**src/rtl/op_pkg.sv**
```systemverilog
// op_pkg: fetch state encoding and opcode RAM geometry shared with the loader side
package op_pkg;
    typedef enum logic [1:0] {IDLE, RUN, HOLD} state_e;
    localparam int OP_DATA_W = 8;
    localparam int OP_ADDR_W = 4;
endpackage

```
**src/rtl/op_fetch_fifo.sv**
```systemverilog
// op_fifo: first-word-fall-through prefetch FIFO; an empty FIFO passes the pushed word straight to the head
module op_fifo import op_pkg::*; #(
    parameter int W     = OP_DATA_W + OP_ADDR_W,
    parameter int DEPTH = 2
) (
    input  logic                     clk,
    input  logic                     rst,
    input  logic                     push,
    input  logic                     pop,
    input  logic                     flush,
    input  logic [W-1:0]             din,
    output logic [W-1:0]             dout,
    output logic                     valid,
    output logic [$clog2(DEPTH):0]   count
);
    localparam int PW = $clog2(DEPTH);
    localparam int CW = PW + 1;
    logic [W-1:0]  mem_q [DEPTH];
    logic [PW-1:0] wr_q, wr_d, rd_q, rd_d;
    logic [CW-1:0] cnt_q, cnt_d;
    logic          empty, wr_en, rd_en;
    assign empty = cnt_q == '0;
    assign valid = !empty || push;
    assign dout  = !empty ? mem_q[rd_q] : push ? din : '0;
    assign rd_en = pop && !empty;
    assign wr_en = push && !(empty && pop);
    assign count = cnt_q;
    always_comb begin
        wr_d  = flush ? '0 : wr_q + PW'(wr_en);
        rd_d  = flush ? '0 : rd_q + PW'(rd_en);
        cnt_d = flush ? '0 : cnt_q + CW'(wr_en) - CW'(rd_en);
    end
    always_ff @(posedge clk)
        if (wr_en) mem_q[wr_q] <= din;
    always_ff @(posedge clk) begin
        if (rst) begin
            wr_q  <= '0;
            rd_q  <= '0;
            cnt_q <= '0;
        end else begin
            wr_q  <= wr_d;
            rd_q  <= rd_d;
            cnt_q <= cnt_d;
        end
    end
    always_ff @(posedge clk)
        if (!rst) assert (!(push && !pop && !flush && cnt_q == CW'(DEPTH)));
endmodule

```
**src/rtl/op_fetch.sv**
```systemverilog
// op_fetch: opcode RAM reader with read-latency tracking, prefetch FIFO, jump flush and loader hold
module op_fetch import op_pkg::*; #(
    parameter int ADDR_W     = OP_ADDR_W,
    parameter int DATA_W     = OP_DATA_W,
    parameter int RD_LAT     = 1,
    parameter int FIFO_DEPTH = 2
) (
    input  logic              clk,
    input  logic              rst,
    input  logic              start,
    input  logic [ADDR_W-1:0] start_addr,
    input  logic              jump,
    input  logic [ADDR_W-1:0] jump_addr,
    input  logic              load_busy,
    output logic              ram_ce,
    output logic              ram_oce,
    output logic [ADDR_W-1:0] ram_ad,
    input  logic [DATA_W-1:0] ram_dout,
    output logic [DATA_W-1:0] op,
    output logic [ADDR_W-1:0] op_pc,
    output logic              op_valid,
    input  logic              op_ready,
    output logic              running
);
    localparam int FCW = $clog2(FIFO_DEPTH) + 1;
    localparam int CW  = $clog2(FIFO_DEPTH + RD_LAT) + 1;
    state_e            state_q, state_d;
    logic [ADDR_W-1:0] pc_q, pc_d, ad_q, ad_d;
    logic [RD_LAT-1:0] pv_q, pv_d;
    logic [ADDR_W-1:0] pa_q [RD_LAT];
    logic [ADDR_W-1:0] pa_d [RD_LAT];
    logic [FCW-1:0]    fifo_cnt;
    logic [CW-1:0]     inflight;
    logic              flush, push, pop;
    assign pop = op_valid && op_ready;
    always_comb begin
        flush    = jump && state_q != IDLE;
        inflight = '0;
        for (int i = 0; i < RD_LAT; i++) inflight = inflight + CW'(pv_q[i]);
        // credit: never have more reads outstanding than the FIFO can absorb
        ram_ce   = state_q == RUN && !load_busy && !flush
                   && CW'(fifo_cnt) + inflight < CW'(FIFO_DEPTH);
        ram_oce  = !load_busy;
        ram_ad   = ram_ce ? pc_q : ad_q;
        running  = state_q != IDLE;
        push     = pv_q[RD_LAT-1] && !flush;
        pv_d[0]  = ram_ce;
        pa_d[0]  = pc_q;
        for (int i = 1; i < RD_LAT; i++) begin
            pv_d[i] = pv_q[i-1] && !flush;
            pa_d[i] = pa_q[i-1];
        end
        state_d  = (state_q == IDLE && start)     ? RUN  :
                   (state_q == RUN  && load_busy)  ? HOLD :
                   (state_q == HOLD && !load_busy) ? RUN  : state_q;
        pc_d     = (state_q == IDLE && start) ? start_addr :
                   flush                      ? jump_addr  :
                   ram_ce                     ? pc_q + 1'b1 : pc_q;
        ad_d     = ram_ce ? pc_q : ad_q;
    end
    always_ff @(posedge clk) begin
        if (rst) begin
            state_q <= IDLE;
            pc_q    <= '0;
            ad_q    <= '0;
            pv_q    <= '0;
        end else begin
            state_q <= state_d;
            pc_q    <= pc_d;
            ad_q    <= ad_d;
            pv_q    <= pv_d;
        end
    end
    always_ff @(posedge clk) pa_q <= pa_d;
    op_fifo #(.W(DATA_W + ADDR_W), .DEPTH(FIFO_DEPTH)) u_fifo (
        .clk   (clk),
        .rst   (rst),
        .push  (push),
        .pop   (pop),
        .flush (flush),
        .din   ({ram_dout, pa_q[RD_LAT-1]}),
        .dout  ({op, op_pc}),
        .valid (op_valid),
        .count (fifo_cnt)
    );
endmodule

```
**config.mk**
```make
export PLATFORM = sky130hd
export DESIGN_NAME = op_fetch
export DESIGN_NICKNAME = d
export VERILOG_FILES = /design/src/rtl/op_pkg.sv /design/src/rtl/op_fetch_fifo.sv /design/src/rtl/op_fetch.sv
export SDC_FILE = /design/constraint.sdc
export NUM_CORES = 1
export LEC_CHECK = 0
export BUFFER_PORTS_ARGS = -buffer_cell sky130_fd_sc_hd__clkbuf_2
export CORE_MARGIN = 2
export CORE_UTILIZATION = 52
export DETAILED_ROUTE_END_ITERATION = 8
export PLACE_DENSITY = 0.73
export SLEW_MARGIN = 20
export SYNTH_ARGS = -nofsm -noshare
export SYNTH_HDL_FRONTEND = slang
export SYNTH_SLANG_ARGS = --single-unit
```
**constraint.sdc**
```tcl
create_clock -name clk -period 2.3 [get_ports clk]
set_input_delay 0.46 -clock clk [delete_from_list [all_inputs] [get_ports clk]]
set_output_delay 0.46 -clock clk [all_outputs]
set_load 0.03 [all_outputs]
```
=== After elaboration in Yosys (flattened, before gate mapping) ===
Memory sizes are Yosys's and may differ from the RTL's. A register that Yosys moved wholly into a read port is not among the register bits.
Cells that the tools add are included.

* $add $sub $neg: 6
* Reduce and logical (&&, ||, !) cells: 25
* Magnitude comparators: 1
* Equal/unequal tests: 2
* Multiplexer cells: 12

{| class="wikitable"
|+ Operators with widths
! cell !! number
|-
| $mux 12 || 2
|-
| $mux 4 || 4
|-
| $logic_and 1x1->1 || 12
|-
| $reduce_bool 3->1 || 2
|-
| $add 4x1->4 const B || 1
|-
| $logic_not 1->1 || 4
|-
| $logic_not 2->1 || 2
|-
| $mux 1 || 4
|-
| $mux 2 || 2
|-
| $reduce_bool 2->1 || 2
|-
| $reduce_or 2->1 || 2
|-
| $add 2x1->3 || 1
|-
| $lt 3x2->1 const B || 1
|-
| $add 1x1->1 || 2
|-
| $add 2x1->2 || 1
|-
| $eq 2x1->1 const B || 1
|-
| $eq 2x2->1 const B || 1
|-
| $sub 2x1->2 || 1
|-
| $logic_or 1x1->1 || 1
|}

* Bits of input ports: 22
* Bits in writable memories: 24
* Register bits after elaboration: 19
* Output and inout bits: 20
* Memories kept: 1
* Word-level logic and storage cells: 56

{| class="wikitable"
|+ Memory list
! name !! words !! width !! rd ports !! clocked after Yosys merged registers in !! write ports !! RTL line !! text
|-
| u_fifo.mem_q || 2 || 12 || 1 || 1 || 1 || op_fetch_fifo.sv:18 || <nowiki>logic [W-1:0] mem_q [DEPTH];</nowiki>
|}

=== Longest topological paths before layout ===
Gate-level depths: netlist of run 1.

* Depth after elaboration: 11
* Depth in mapped cells: 8
* Mapped depth without buffers: 8

=== Cells and area by module ===
A second synthesis of run 1 with hierarchy kept.

* Cell total of the unflattened synthesis: 157
* Area total of the unflattened synthesis: 1893.1 µm²

{| class="wikitable"
|+ Modules (own cells, without submodules)
! module !! sequential area each (µm²) !! cells each !! instances !! area each (µm²)
|-
| op_fifo || 800.8 || 88 || 1 || 1194.9
|-
| op_fetch || 300.3 || 69 || 1 || 698.2
|}

=== Worst setup path after synthesis of run 1 ===
OpenSTA, ideal clock, no wires.

* Path kind: flip-flop to output port
* Start: register state_q[1]
* End: output port op[0]
* Data required time: 1.840 ns
* Buffers on the path: 1
* Path slack: 0.389 ns
* Arrival time: 1.451 ns
* Cell stages (with the launch flop): 6
* Cell sequence: dfxtp_1 > o21ai_2 > nand2_1 > nor3_2 > buf_2 > o2bb2ai_1

* Cells in the longest elaborated chain, start to end: 6

{| class="wikitable"
|+ Ends and longest elaborated chain
! element !! RTL line !! text
|-
| from (decl) || op_fetch.sv:27 || <nowiki>state_e state_q, state_d;</nowiki>
|-
| from (signal assigned) || op_fetch.sv:68 || <nowiki>state_q <= state_d;</nowiki>
|-
| $reduce_bool 2->1 || op_fetch.sv:37 || <nowiki>flush = jump && state_q != IDLE;</nowiki>
|-
| $logic_and 1x1->1 || op_fetch.sv:37 ||
|-
| $logic_not 1->1 || op_fetch.sv:46 || <nowiki>push = pv_q[RD_LAT-1] && !flush;</nowiki>
|-
| $logic_and 1x1->1 || op_fetch.sv:46 ||
|-
| $mux 12 (2 in a row) || op_fetch_fifo.sv:24 || <nowiki>assign dout = !empty ? mem_q[rd_q] : push ? din : '0;</nowiki>
|-
| to (decl) || op_fetch.sv:19 || <nowiki>output logic [DATA_W-1:0] op,</nowiki>
|}

Every way passes these cells.

=== Worst setup path in the final report of run 1 ===
* Start: register state_q[0]
* End: output port ram_ad[2]

* Cells in the longest elaborated chain, start to end: 6
* Elaborated cells on any way between the ends: 8
* Classes of those cells: eq/ne: 1; mux: 1; reduce/logical: 6

{| class="wikitable"
|+ Ends and longest elaborated chain
! element !! RTL line !! text
|-
| $reduce_bool 2->1 || op_fetch.sv:37 ||
|-
| $logic_and 1x1->1 || op_fetch.sv:37 ||
|-
| $logic_not 1->1 || op_fetch.sv:41 || <nowiki>ram_ce = state_q == RUN && !load_busy && !flush</nowiki>
|-
| $logic_and 1x1->1 * || op_fetch.sv:41 ||
|-
| $logic_and 1x1->1 * || op_fetch.sv:42 || <nowiki>&& CW'(fifo_cnt) + inflight < CW'(FIFO_DEPTH);</nowiki>
|-
| $mux 4 * || - ||
|-
| to (decl) || op_fetch.sv:17 || <nowiki>output logic [ADDR_W-1:0] ram_ad,</nowiki>
|}

Every way passes the cells marked *; elsewhere a longest branch is shown, timed or not.

==> out/metrics.csv, run 1 <==
metric,value,unit
netlist-cell-type-count,35,
intPower,1.23,mW
synth_top_area_frac,0.393,
worst_slack,0.0911,ns
place_congestion,0.800,
fin_crit,2.21,ns
syn-num-nets,166,
cts_tree,yes,
drt-total-wl,3.49,mm
vdd_drop_max,366,µV
total_power,1.63,mW
yosysMostFrequentCell,edfxtp_1,
vias,1252,
maxClockFrequency,0.453,GHz
yosysSeqAreaShare,0.600,
drc,0,
dieArea,0.00402,mm²
finalCritPeriodShare,0.960,
cap_violations,0,
comb_power_share,0.144,
grt_pass1_wl,5.91,mm
fin_nets,217,
yosysWarningCount,0,
yosys.area.top_type,edfxtp_1,
cts.clk_slew.worst_paths,0.12,ns
slew_headroom,0.770,
rows,21,
core,0.00336,mm²
ys.flop_type,edfxtp_1,
grt_max_degree,14,
hold_path_class,in -> reg,
overflow,0,
root_buffer,clkbuf_4,
stdcell_area,0.00225,mm²
leakage,0.933,nW
required,1.84,ns
dr.pass1.iters,4,
criticalPathCategory,reg -> out,
worst_slew_pin_slew,0.345,ns
ios,42,
regArea,0.00110,mm²
synthCells,139,
finalHoldViolCount,0,
p_clk_frac,0.323,
outcome,"complete, no violations",
ys_ff_latch,43,
ant_nets,0,
initial_core_util,0.545,
async_flop_share,0,
critPathMaxFanout,9,
placed_area,0.00212,mm²
p_seq_frac,0.533,
whs,0.304,ns
syn2layout_area_growth,22.6,%
cp-start-kind,flip-flop,
drtIter0Drc,52,
pre_cts_ws,0.206,ns
multiInputGateArea,701,µm²
final_core_util,0.669,
synth.area.top_cells,"edfxtp_1 39%, dfxtp_1 21%, mux2i_1 6.5%",
die_h,63.4,µm
diodes,0,
rsz0062_at_grt,false,
switching_share,0.248,
first_global_vias,1266,
synth-edff-count,24,
antenna_found_initial,0,
setup_viol,0,
dp.cells,227,
crit_path_end_kind,output port,
cts_buffer_depth,2,
dp_hpwl,2.48,mm
track_usage,0.194,
routedWlPerCell,14.7,µm
synth_area,0.00183,mm²
vias_per_cell,5.28,
cts_max_level,2,
rrSetupSlack,0.52,ns
layoutNonFillerInstCount,237,
p_per_area,725,mW/mm²
clock-skew-final,0.00596,ns
die_width,63.4,µm
synthTopCellsByCount,"24 x edfxtp_1, 19 x dfxtp_1, 12 x mux2i_1, 12 x o2bb2ai_1, 8 x inv_1",
io_buffers,41,
clkLatencyLatePin,0.35,ns
cts-buffers-inserted,5,
critPathArrivalTime,1.75,ns
fillers,288,
drive_gt1_frac,0.356,
hold_buffers,0,
p_switching,0.405,mW
slew_viol_final,0,
fin_tns_setup,0,ns
clock-sinks,43,
avgSynthCellArea,13.2,µm²
[metal layers]
metal,share of wire,GRT usage,vias up
met1,0.42,0.220,580
met2,0.51,0.343,42
met5,0,0,-
met4,0.017,0.0978,0
met3,0.051,0.0393,5
li1,-,-,625
[cell families after synthesis]
family	share of synthesized area
flops	0.600
simple gates	0.0955
fa+ha+maj	0.0341
buf+inv	0.0280
xor+xnor	0.0239
compound gates	0.120
mux	0.0982
[power groups by stage]
stage | Clock, mW | Combinational [mW] | Sequential, mW
finish | 0.527 | 0.234 | 0.870
global route | 0.569 | 0.254 | 0.875
CTS | 0.535 | 0.232 | 0.869
detailed placement | 0 | 0.226 | 0.885
global placement | 0 | 0.218 | 0.883
floorplan | 0 | 0.154 | 0.876
[worst max-delay path, stage by stage, from the launching register on]
cell	delay, ns
dfxtp_1	0.48
a21boi_4	0.27
nand2_4	0.13
mux2_4	0.33
clkbuf_2	0.18
[cells in the final DEF, fill, tap and decap left out, drive strengths merged, types with 2 or more instances in the layout]
master	netlist	layout
clkbuf	2	43
edfxtp	24	24
dfxtp	19	19
mux2i	12	12
o2bb2ai	12	12
buf	2	12
inv	9	9
nor2	7	7
nand2	7	7
ha	5	5
mux2	4	4
xnor2	4	4
and2	4	4
a21oi	3	3
a31oi	3	3
o21ai	3	3
o211ai	2	2
and3	2	2
nand4	2	2
nor4	2	2
a21boi	2	2
[final timing paths]
path / from / cells past startpoint / to
setup / recovery: state_q[0]$_SDFFE_PP0P_ / 4 / ram_ad[2]
hold / removal: ram_dout[6] / 1 / u_fifo.mem_q[0][10]$_DFFE_PP_
setup reg to reg: u_fifo.count[1]$_SDFF_PP0_ / 8 / u_fifo.count[1]$_SDFF_PP0_
hold reg to reg: pa_d[3]$_SDFFE_PP0P_ / 0 / pa_q[3]$_DFF_P_
[registers in the layout (all words and copies together), names as in the netlist]
register,count
pv_q,1
state_q,2
u_fifo.rd_q,1
u_fifo.wr_q,1
u_fifo.count,2
ad_q,4
pa_d,4
u_fifo.mem_q,24
pa_q,4
[cell type report]
type                            instances  area share
Tap cell                               46      0.0256
Clock inverter                          1      0.0134
Timing Repair Buffer                   48       0.115
Sequential cell                        43       0.490
Multi-Input combinational cell         83       0.312
Inverter                                9      0.0150
Clock buffer                            7      0.0295
[timing repair]
action	in CTS	in global routing
hold endpoints to repair	0	0
setup buffers	1	1
endpoints found under the setup margin	16	16
gates resized for setup	2	7
cloned	0	0
pin swaps	2	1
Note: power is estimated with default switching activity, not from simulation.
==> run 2: changes to the inputs <==
CELL_PAD_IN_SITES_DETAIL_PLACEMENT = 0   (was unset)
CELL_PAD_IN_SITES_GLOBAL_PLACEMENT = 1   (was unset)
CORE_UTILIZATION = 42   (was 52)
PLACE_DENSITY = 0.74   (was 0.73)
==> run 2 against run 1 <==
Effect of this change: register-to-register slack better by 0.03 ns; maximum frequency about the same; hold slack improved by 0.078 ns; via count down 0.96%; critical path type unchanged; largest power group unchanged.
==> out/metrics.csv, run 2 (synthesis gave the netlist of run 1 again) <==
metric,value,unit
syn2layout_area_growth,22.9,%
required,1.84,ns
place_congestion,0.797,
outcome,"complete, no violations",
vias,1240,
final_core_util,0.525,
wl_met1,1.44,mm
critPathArrivalTime,1.75,ns
criticalPathCategory,reg -> out,
leakage,0.929,nW
final_common_cell,clkbuf_2,
switching_share,0.239,
cts_tree,yes,
vias_per_cell,5.12,
maxClockFrequency,0.453,GHz
io_buffers,41,
grt_max_degree,14,
antenna_found_initial,0,
slowest_stage,dfxtp_1,
dr.pass1.iters,4,
rows,24,
initial_core_util,0.427,
path_cells,nor4_4 > nand2_4 > mux2_4 > clkbuf_2,
comb_power_share,0.139,
die_width,70.1,µm
slew_viol_final,0,
r2r_end,u_fifo.count[1]$_SDFF_PP0_,
route.met2.wl,1.64,mm
critPathMaxFanout,9,
top_register,u_fifo.mem_q,
fin_tns_setup,0,ns
largest_reg_flops,24,
dieArea,0.00491,mm²
cts-buffers-inserted,5,
overflow,0,
total_power,1.64,mW
cp-start-kind,flip-flop,
rrSetupSlack,0.55,ns
worst_slew_pin_slew,0.331,ns
clkLatencyLatePin,0.29,ns
dp.cells,233,
crit_path_end_kind,output port,
setup_viol,0,
clock-skew-final,0.00505,ns
diodes,0,
cap_violations,0,
die_h,70.1,µm
drtIter0Drc,66,
holdPathEnd,u_fifo.mem_q[1][11]$_DFFE_PP_,
dp_hpwl,2.41,mm
r2r_start,u_fifo.count[1]$_SDFF_PP0_,
p_switching,0.391,mW
vdd_drop_max,340,µV
cts.clk_slew.worst_paths,0.07,ns
drive_gt1_frac,0.347,
cts_max_level,2,
clock-sinks,43,
intPower,1.25,mW
finalCritPeriodShare,0.959,
cpPeakStageDelay,0.41,ns
ant_nets,0,
fin_nets,217,
wl_met3,191,µm
slew_headroom,0.779,
min_from,ram_dout[7],
drt-total-wl,3.33,mm
fin_crit,2.21,ns
p_seq_frac,0.531,
rsz0062_at_grt,false,
track_usage,0.145,
ios,42,
p_clk_frac,0.330,
root_buffer,clkbuf_8,
drc,0,
hold_path_class,in -> reg,
fillers,404,
min_delay_path_depth,1,
finalHoldViolCount,0,
grt_pass1_wl,5.53,mm
pre_cts_ws,0.181,ns
first_global_vias,1239,
layoutNonFillerInstCount,242,
reg2reg_depth,8,
dr.max_layer_used,met4,
layout_common_cells,"39 x clkbuf_2, 24 x edfxtp_1, 19 x dfxtp_1, 12 x mux2i_1, 12 x o2bb2ai_1",
core,0.00429,mm²
routedWlPerCell,13.8,µm
worst_slack,0.0932,ns
hold_buffers,0,
p_per_area,726,mW/mm²
cts_buffer_depth,2,
-- run 2: cell types whose count changed in the layout (fill, tap and decap cells not counted), sizes merged --
| cell | change |
|---|---|
| buf | -3 |
| clkbuf | +2 |
-- run 2: final cells by class --
| type | instances | area, µm² | share of cell area |
|---|---|---|---|
| sequential | 43 | 1100 | 0.489 |
| multi-input combinational | 83 | 693 | 0.308 |
| timing repair buffer | 48 | 258 | 0.114 |
| clock buffer | 6 | 72.6 | 0.0322 |
| tap | 52 | 65.1 | 0.0289 |
| inverter | 9 | 33.8 | 0.0150 |
| clock inverter | 1 | 30.0 | 0.0133 |
-- run 2: critical path: cells and delay by family, from the launching register on --
| family | cells | cell delay [ns] |
|---|---|---|
| flops | 1 | 0.41 |
| mux | 1 | 0.33 |
| buf+inv | 1 | 0.18 |
| simple gates | 2 | 0.55 |
-- run 2: timing repair --
item / in CTS / in global routing
buffers inserted: 1 / 1
setup endpoints to repair: 12 / 6
pin swaps: 1 / 1
gates resized for setup: 1 / 3
-- run 2: how the worst max path moves through the flow --
stage                            startpoint         to  cells past startpoint
CTS                 state_q[0]$_SDFFE_PP0P_  ram_ad[2]                      4
detailed placement                     jump   op_pc[1]                      7
global route        state_q[1]$_SDFFE_PP0P_   op_pc[0]                      6
finish              state_q[1]$_SDFFE_PP0P_  ram_ad[2]                      4
floorplan           state_q[1]$_SDFFE_PP0P_      op[0]                      5
global placement                       jump   op_pc[0]                      7
-- run 2: layer usage --
layer,up-vias,global-route usage
met2,36,0.246
met4,0,0.0577
met3,6,0.0476
met5,-,0
met1,579,0.170
li1,619,-
-- run 2: stage by stage --
step | area [µm²] | hold slack [ns]
6_report | 2250 | 0.382
2_1_floorplan | 1830 | 0.375
3_3_place_gp | 2120 | 0.412
5_1_grt | 2250 | 0.374
3_5_place_dp | 2120 | 0.402
4_1_cts | 2240 | 0.375
-- run 2: power by group through the flow --
stage               clock network, mW  logic, mW  registers [mW]
finish                          0.541      0.228           0.869
global route                    0.594      0.248           0.872
CTS                             0.560      0.228           0.868
detailed placement                  0      0.224           0.885
global placement                    0      0.220           0.883
floorplan                           0      0.154           0.876
==> run 3: changes to the inputs <==
PLACE_DENSITY = unset   (was 0.74)
PLACE_DENSITY_LB_ADDON = 0.1   (was unset)
RECOVER_POWER = 50   (was unset)
==> run 3 against run 2 <==
Effect of this change: core utilization shrank 0.67 points; sequential cell count is the same; worst setup slack gained 0.030 ns; sequential share of layout area grew 0.63 points; clock skew grew 0.0010 ns; design area shrank 1.3%; largest power group unchanged.
==> out/metrics.csv, run 3 (synthesis gave the netlist of run 1 again) <==
metric,value,unit
routedWlPerCell,13.9,µm
placed_area,0.00213,mm²
cts-buffers-inserted,5,
place_congestion,0.746,
ant_nets,0,
root_buffer,clkbuf_8,
critPathArrivalTime,1.72,ns
required,1.84,ns
critPathMaxFanout,9,
criticalPathCategory,reg -> out,
r2r_end,u_fifo.mem_q[1][4]$_DFFE_PP_,
layout_common_cells,"32 x clkbuf_2, 24 x edfxtp_1, 19 x dfxtp_1, 12 x mux2i_1, 12 x o2bb2ai_1",
clock-sinks,43,
die_h,70.1,µm
io_buffers,41,
initial_core_util,0.427,
dieArea,0.00491,mm²
final_common_cell,clkbuf_2,
antenna_found_initial,0,
clkLatencyLatePin,0.29,ns
min_from,ram_dout[6],
cts_tree,yes,
rsz0062_at_grt,false,
ios,42,
cap_violations,0,
fin_crit,2.18,ns
rrSetupSlack,0.52,ns
worst_slew_pin_slew,0.362,ns
r2r_start,state_q[1]$_SDFFE_PP0P_,
stdcell_area,0.00222,mm²
leakage,0.896,nW
cp-start-kind,flip-flop,
hold_path_class,in -> reg,
clock-skew-final,0.00609,ns
core,0.00429,mm²
vias_per_cell,5.14,
drc,0,
holdPathEnd,u_fifo.mem_q[1][10]$_DFFE_PP_,
crit_path_end_kind,output port,
slew_headroom,0.760,
largest_reg_flops,24,
p_per_area,740,mW/mm²
drtIter0Drc,61,
finalCritPeriodShare,0.946,
outcome,"complete, no violations",
cts.clk_slew.worst_paths,0.08,ns
die_width,70.1,µm
syn2layout_area_growth,21.3,%
rows,24,
slew_viol_final,0,
fin_tns_setup,0,ns
drt-total-wl,3.36,mm
finalHoldViolCount,0,
vias,1243,
top_register,u_fifo.mem_q,
dp_hpwl,2.52,mm
setup_viol,0,
vdd_drop_max,286,µV
drive_gt1_frac,0.284,
dr.pass1.iters,4,
cts_max_level,2,
fin_nets,216,
grt_max_degree,14,
reg2reg_depth,5,
grt_pass1_wl,5.73,mm
min_delay_path_depth,1,
diodes,0,
cts_buffer_depth,2,
overflow,0,
maxClockFrequency,0.459,GHz
track_usage,0.148,
first_global_vias,1231,
==> run 3: stage by stage <==
step	cells	worst slack [ns]	util	power, mW	hold slack, ns
floorplan	139	0.389	-	1.03	0.375
global placement	234	0.270	0.497	1.11	0.407
detailed placement	234	0.240	0.497	1.11	0.403
CTS	242	0.0337	0.521	1.67	0.365
global route	242	0.0109	0.518	1.72	0.403
finish	242	0.123	0.518	1.65	0.405
==> run 3: metal layers <==
| layer | track usage | routed length [µm] |
|---|---|---|
| met5 | 0 | 0 |
| met1 | 0.171 | 1450 |
| met3 | 0.0418 | 158 |
| met4 | 0.0513 | 50 |
| met2 | 0.263 | 1700 |
==> run 3: power by group <==
group	total (mW)	leakage, nW	internal (mW)	switching (mW)
clock	0.558	0.0524	0.325	0.234
combinational	0.221	0.471	0.0837	0.137
sequential	0.868	0.373	0.839	0.0284
==> run 3: worst max-delay path, stage by stage (launching register included) <==
cell and delay, ns:
dfxtp_1 0.38, nor4_4 0.38, nand2_4 0.16, mux2_4 0.33
clkbuf_2 0.18
==> run 3: worst max-delay path by stage <==
stage | slack [ns] | to | start
after global placement | 0.27 | ram_ad[1] | load_busy
after CTS | 0.03 | ram_ad[2] | state_q[0]$_SDFFE_PP0P_
after detailed placement | 0.24 | ram_ad[2] | load_busy
after floorplan | 0.39 | op[0] | state_q[1]$_SDFFE_PP0P_
after global routing | 0.01 | ram_ad[0] | u_fifo.count[1]$_SDFF_PP0_
final | 0.12 | ram_ad[0] | u_fifo.count[1]$_SDFF_PP0_
==> run 3: what timing repair did <==
action,CTS,global route
setup endpoints to repair,0,4
setup buffers,0,0
hold buffers,0,0
resized for setup,0,1
==> run 3: area by class of cell <==
class / count / area, µm²
Fill cell: 404 / 2070
Sequential cell: 43 / 1100
Multi-Input combinational cell: 83 / 679
Timing Repair Buffer: 47 / 239
Clock buffer: 7 / 76.3
Tap cell: 52 / 65.1
Inverter: 9 / 33.8
Clock inverter: 1 / 30.0
